### src/rtl/sr_latch_driver.sv
`default_nettype none
// +--------------------------------------------------------------------------+
// | Module      : sr_latch_driver                                            |
// | Description : Write driver for an external active-low SR latch. A write  |
// |               request pulses exactly one of S/R low for PULSE_W cycles,  |
// |               waits SETTLE cycles, then compares the synchronized latch  |
// |               outputs against the written value and reports done/err.    |
// | Revision    : 1.0  initial release                                       |
// +--------------------------------------------------------------------------+
// | Ports                                                                    |
// |   clk        in   single clock, rising edge                              |
// |   rst        in   synchronous active-high reset                          |
// |   req_valid  in   write request present                                  |
// |   req_bit    in   value to store (1 = Q high)                            |
// |   req_ready  out  request can be accepted this cycle                     |
// |   S          out  active-low latch input, low drives Q=0                 |
// |   R          out  active-low latch input, low drives Q=1                 |
// |   Q          in   latch true output (asynchronous)                       |
// |   Qbar       in   latch complement output (asynchronous)                 |
// |   done       out  one-cycle pulse, write verified                        |
// |   err        out  one-cycle pulse, readback mismatch                     |
// |   inv        out  registered flag, synchronized Q equals Qbar            |
// +--------------------------------------------------------------------------+
module sr_latch_driver #(
  parameter int PULSE_W = 2,   // cycles S or R is held low, 1..15
  parameter int SETTLE  = 3    // idle cycles before readback, 2..15
) (
  input  logic clk,
  input  logic rst,
  input  logic req_valid,
  input  logic req_bit,
  output logic req_ready,
  output logic S,
  output logic R,
  input  logic Q,
  input  logic Qbar,
  output logic done,
  output logic err,
  output logic inv
);

  typedef enum logic [1:0] {
    ST_IDLE   = 2'd0,
    ST_PULSE  = 2'd1,
    ST_SETTLE = 2'd2,
    ST_CHECK  = 2'd3
  } state_t;

  // Counters are loaded with (length - 1) on state entry and leave the state
  // when they reach zero, so each state lasts exactly its configured length.
  localparam logic [3:0] PULSE_LOAD  = 4'(PULSE_W - 1);
  localparam logic [3:0] SETTLE_LOAD = 4'(SETTLE - 1);

  state_t     state;
  state_t     next_state;
  logic [3:0] cnt;
  logic [3:0] next_cnt;
  logic       wr_bit;
  logic       next_bit;
  logic       q_meta;
  logic       q_sync;
  logic       qb_meta;
  logic       qb_sync;
  logic       check_ok;

  // Next-state, counter and captured-bit logic.
  always_comb begin
    next_state = state;
    next_cnt   = cnt;
    next_bit   = wr_bit;
    check_ok   = (q_sync == wr_bit) && (qb_sync == ~wr_bit);
    case (state)
      ST_IDLE: begin
        // req_ready is registered and held low in the first cycle after
        // reset, so gating on it keeps that cycle from accepting.
        if (req_valid && req_ready) begin
          next_bit   = req_bit;
          next_state = ST_PULSE;
          next_cnt   = PULSE_LOAD;
        end
      end
      ST_PULSE: begin
        if (cnt == 4'd0) begin
          next_state = ST_SETTLE;
          next_cnt   = SETTLE_LOAD;
        end else begin
          next_cnt = cnt - 4'd1;
        end
      end
      ST_SETTLE: begin
        if (cnt == 4'd0) begin
          next_state = ST_CHECK;
        end else begin
          next_cnt = cnt - 4'd1;
        end
      end
      ST_CHECK: begin
        next_state = ST_IDLE;
        next_cnt   = 4'd0;
      end
      default: begin
        next_state = ST_IDLE;
        next_cnt   = 4'd0;
      end
    endcase
  end

  // State register plus all registered outputs. S/R are decoded from the
  // next state so the latch pulse starts in the cycle right after the accept
  // edge, while still coming straight out of flops. Only one of them can be
  // low because both depend on the same next_bit with opposite polarity.
  always_ff @(posedge clk) begin
    if (rst) begin
      state     <= ST_IDLE;
      cnt       <= 4'd0;
      wr_bit    <= 1'b0;
      q_meta    <= 1'b0;
      q_sync    <= 1'b0;
      qb_meta   <= 1'b0;
      qb_sync   <= 1'b0;
      S         <= 1'b1;
      R         <= 1'b1;
      req_ready <= 1'b0;
      done      <= 1'b0;
      err       <= 1'b0;
      inv       <= 1'b0;
    end else begin
      state     <= next_state;
      cnt       <= next_cnt;
      wr_bit    <= next_bit;
      q_meta    <= Q;
      q_sync    <= q_meta;
      qb_meta   <= Qbar;
      qb_sync   <= qb_meta;
      S         <= ~((next_state == ST_PULSE) && !next_bit);
      R         <= ~((next_state == ST_PULSE) && next_bit);
      req_ready <= (next_state == ST_IDLE);
      done      <= (state == ST_CHECK) && check_ok;
      err       <= (state == ST_CHECK) && !check_ok;
      inv       <= (q_sync == qb_sync);
    end
  end

endmodule
`default_nettype wire
### config.mk
export PLATFORM = sky130hd
export DESIGN_NAME = sr_latch_driver
export DESIGN_NICKNAME = d
export VERILOG_FILES = /design/src/rtl/sr_latch_driver.sv
export SDC_FILE = /design/constraint.sdc
export NUM_CORES = 1
export LEC_CHECK = 0
export ABC_AREA = 1
export CAP_MARGIN = 20
export CORE_MARGIN = 2
export CORE_UTILIZATION = 58
export CTS_BUF_LIST = sky130_fd_sc_hd__clkbuf_2
export DETAILED_ROUTE_END_ITERATION = 10
export GPL_ROUTABILITY_DRIVEN = 0
export GPL_TIMING_DRIVEN = 0
export PLACE_DENSITY = 0.86
export SETUP_SLACK_MARGIN = 0.3
export SYNTH_ARGS = -nofsm -noshare
export SYNTH_HDL_FRONTEND = slang
export SYNTH_SLANG_ARGS = --single-unit
### constraint.sdc
create_clock -name clk -period 2.53 [get_ports clk]
set_input_delay 0.506 -clock clk [delete_from_list [all_inputs] [get_ports clk]]
set_output_delay 0.506 -clock clk [all_outputs]
set_load 0.005 [all_outputs]
* Word-level counts from Yosys, hierarchy flattened
Index checks and enable logic that the tools add are counted.
** Storage, ports and cells
- Input port bits :: 6
- Output and inout port bits :: 6
- Bits in registers :: 17
** Operators by class
- Mux-type cells :: 10
- Add/sub/neg operators :: 1
- Eq/ne operators :: 9
- Bitwise gates (word level) :: 3
- Reductions and logical operators :: 12
** Operator list (count)
- 4-bit one-hot mux with 4 select lines :: 1
- 4-bit two-way mux :: 3
- 2-bit one-hot mux with 4 select lines :: 1
- 1-bit logical AND :: 6
- 2-bit two-way mux :: 3
- 2-bit by 1-bit equality test with 1-bit output, second input constant :: 2
- 2-bit equality test, second input constant :: 2
- 2-bit logical NOT :: 2
- 4-bit logical NOT :: 1
- 2-bit inequality test, second input constant :: 2
- 4-bit by 1-bit subtractor with 4-bit output, second input constant :: 1
- 1-bit equality test :: 3
- 1-bit inverter :: 3
- 1-bit logical NOT :: 2
- 1-bit two-way mux :: 2
- 2-bit AND reduction :: 1

* Logic depth before layout (Yosys ltp)
- Word-level depth :: 6
- Depth in mapped cells :: 8
- Mapped depth without buffers :: 8

* Least setup slack after synthesis
Ideal clock, no wire load.
- Path type :: flip-flop to flip-flop
- Start point :: register cnt[0]
- End point :: register S
- Path buffers :: 0
- Period minus slack after synthesis :: 1160 ps
- Stages on the path, launching flop included :: 8
- Required time :: 2406 ps
- Setup slack :: 1370 ps
- Arrival :: 1036 ps
- Setup time :: 124 ps
- Path through :: dfxtp_1 -> inv_1 -> ha_1 -> nand3b_1 -> nand2_1 -> nand2_1 -> nor2_2 -> nand3_1
** On the way
- Longest elaborated chain between the ends :: 6
- Elaborated cells on any way between the ends :: 7
- Classes of those cells :: eq/ne: 1; mux: 3; bitwise: 1; reduce/logical: 2
** Ends and longest elaborated chain
- from (decl) :: RTL line 56 : logic [3:0] cnt;
- from (signal assigned) :: RTL line 129 : cnt <= next_cnt;
- 4-bit logical NOT (*) :: RTL line 83, 91
- 2-bit two-way mux (on tied branches) :: RTL line 91, 83
- 2-bit one-hot mux with 4 select lines (*) :: RTL line 72 : case (state)
- 2-bit by 1-bit equality test with 1-bit output (*) :: RTL line 135 : S <= ~((next_state == ST_PULSE) && !next_bit);
- 1-bit logical AND (*) :: RTL line 135
- 1-bit inverter (*) :: RTL line 135
- to (signal assigned) :: RTL line 135
- to (decl) :: RTL line 33 : output logic S,
Every way passes the cells marked *; elsewhere a longest branch is shown, timed or not.
A chain may end at the register's enable or synchronous reset.

* Worst setup path in the final report
- Start point :: register req_ready
- End point :: output req_ready
** RTL lines
- from (decl) :: RTL line 32 : output logic req_ready,
- from (signal assigned) :: RTL line 137 : req_ready <= (next_state == ST_IDLE);
No word-level cell between the ends.

==> flow_summary.yaml <==
status:
  outcome: "completed"
layout:
  stdcell_count: 132
  area_growth_pct: 19.5
  final_core_util_pct: 71.8
  final_nets: 126
  diodes: 0
  n_fill_cell: 105
  drive_gt1_share_pct: 18.8
worst_setup_path:
  cp_top_family: "buffers and inverters"
  cp_data_required_time_ns: 2.02
  cp_slowest_cell: "clkdlybuf4s50_1"
  cp-start-kind: "register"
  path_buf_inv: 1
  critPathKind: "register to output port"
  critPathMaxStageDelay_ns: 0.52
  arrival_ns: 1.23
  cp_cell_sequence: "clkdlybuf4s50_1"
  endpoint_kind: "output port"
  crit_fanout: 3
yosys:
  synth.top_cells.by_area: "dfxtp_1 (45%), nand2_1 (12%), nor2_1 (6.9%)"
  synth.distinct_cells: 20
  ys_warn_count: 0
  yosys_register_bits: 17
  synth_compound_area_share_pct: 5.09
  synth_edf_count: 0
  synth_most_common_cell: "nand2_1"
  netlist_area_um2: 762
  synth_top_cell_by_area: "dfxtp_1"
  synth_seq_area_share_pct: 44.7
  syn-num-nets: 110
  avgSynthCellArea_um2: 7.47
  synthArstFlopShare_pct: 0
  synth_flop_cell: "dfxtp_1"
  muxShareOfSynthArea_pct: 0
  post_synth_and_or_nand_nor_area_fraction_pct: 38.4
  synthTopCellsByCount: "nand2_1 (25), dfxtp_1 (17), nor2_1 (14)"
  synth_top_family_by_area: "simple AND/OR/NAND/NOR gates"
  synth-xor-area-share_pct: 0
  synth.top_cell.area_share_pct: 44.7
  syn_inst: 102
  synthAdderAreaFrac_pct: 3.28
clock_network:
  cts_tree: "yes"
  cts.path.max_buffers: 2
  cts_root_buffer: "clkbuf_2"
  ctsHtreeMaxLevel: 1
  clk_pin_slew_ns: 0.16
  hold_buffers: 0
  clk_latency_ns: 0.29
  cts_resized: 0
  cts_setup_buffers: 0
  cts_sinks: 17
  cts_buffers: 3
placed_design:
  portBuffers: 11
  placed_cells: 128
  hpwl_um: 997
run:
  maxCapViolations: 0
timing:
  maxSlewViolCount: 0
  rsz0062_at_grt: "no"
  hold_viol: 0
  period_needed_ns: 1.74
  setup_viol: 0
  fin_tns_setup_ns: 0
  relSlewSlack_pct: 85.6
  max_slew.worst_pin.slew_ns: 0.214
  fmax_mhz: 576
  fin_crit_sh_pct: 68.7
  finClkSkew_ns: 0.00314
route:
  wirelength_um: 1290
  vias: 653
  vias_per_cell: 4.95
  dr.pass1.iters: 4
  drt_iter0_drc: 10
  final_antenna_net_count: 0
  wire_per_inst_um: 9.76
  drc: 0
worst_hold_path:
  hp-class: "register to register"
floorplanning:
  die_height_um: 40.2
  die_w_um: 40.2
  num_io_pins: 12
  start_util_pct: 60.1
  core_um2: 1270
  die-area_um2: 1620
  num_rows: 13
global_routing:
  grt_pass1_vias: 505
  overflow: 0
  track_usage_pct: 18.8
  antenna_found_initial: 0
  grt_max_degree: 11
  grt_pass1_wl_um: 1950
pwr:
  power_w: 0.00102
  pwr_density_cell_nw_per_um2: 1110
  ir_drop_mv: 0.721
  p_leak_nw: 0.417
[per-stage QoR]
step	hold slack (ns)	area (µm²)	worst slack, ns
after floorplan	0.388	762	1.37
after global placement	0.389	891	0.931
after detailed placement	0.397	891	0.916
after CTS	0.417	911	0.795
after global routing	0.423	911	0.756
final	0.414	911	0.793
[tightest hold or removal path: stages, from the launching register on]
cell and delay (ns):
dfxtp_1 0.33, inv_1 0.04, nor2_1 0.03
[report_power, final]
part / internal [W] / total, W / switching (W)
clock network: 0.0000358 / 0.000120 / 0.0000847
logic: 0.000210 / 0.000517 / 0.000307
registers: 0.000328 / 0.000378 / 0.0000499
[placed cells by master (no fill, tap or decap)]
cell type        count
nand3b_1             1
nand4_1              1
a21oi_1              1
nor2_4               3
ha_1                 2
clkbuf_2             3
inv_1               13
nand2_1             25
a21oi_2              2
nor2_2               4
nand3_1              6
nand3_2              2
o21ai_1              1
nor3_1               1
inv_2                3
dfxtp_1             17
o21ai_0              1
clkinv_2             1
a31oi_1              1
buf_2                1
clkdlybuf4s50_1     11
nor2_1              14
nand2_2              3
[path summary, 6_finish.rpt]
kind	to	start	slack (ns)	cells after the start
worst min-delay path	qb_sync	qb_meta	0.41	2
worst min register to register	qb_sync	qb_meta	0.41	2
worst max register to register	S	cnt[0]	1.19	7
worst max-delay path	req_ready	req_ready	0.79	1
[registers in the layout, summed over array words and instances, names as in the netlist]
| signal | cells |
|---|---|
| qb_sync | 1 |
| q_meta | 1 |
| cnt | 4 |
| q_sync | 1 |
| wr_bit | 1 |
| done | 1 |
| S | 1 |
| req_ready | 1 |
| qb_meta | 1 |
| state | 2 |
| err | 1 |
| R | 1 |
| inv | 1 |
[cell families after synthesis]
group,after synthesis
flops,17
compound gates,6
buf+inv,17
simple gates,60
fa+ha+maj,2
[cell type report]
type	instances	area, µm²	area share [%]
Multi-Input combinational cell	68	357	39.1
Sequential cell	17	340	37.4
Timing Repair Buffer	11	110	12.1
Inverter	16	60.1	6.59
Tap cell	15	18.8	2.06
Clock buffer	3	15.0	1.65
Clock inverter	1	5.00	0.549
Buffer	1	5.00	0.549
[metal layers]
layer	vias up	track usage [%]	wire [µm]
li1	345	-	-
met1	290	20.9	570
met2	13	33.5	633
met3	5	3.33	54
met4	0	10.0	29
met5	-	0	0
(Power assumes the default switching activity.)
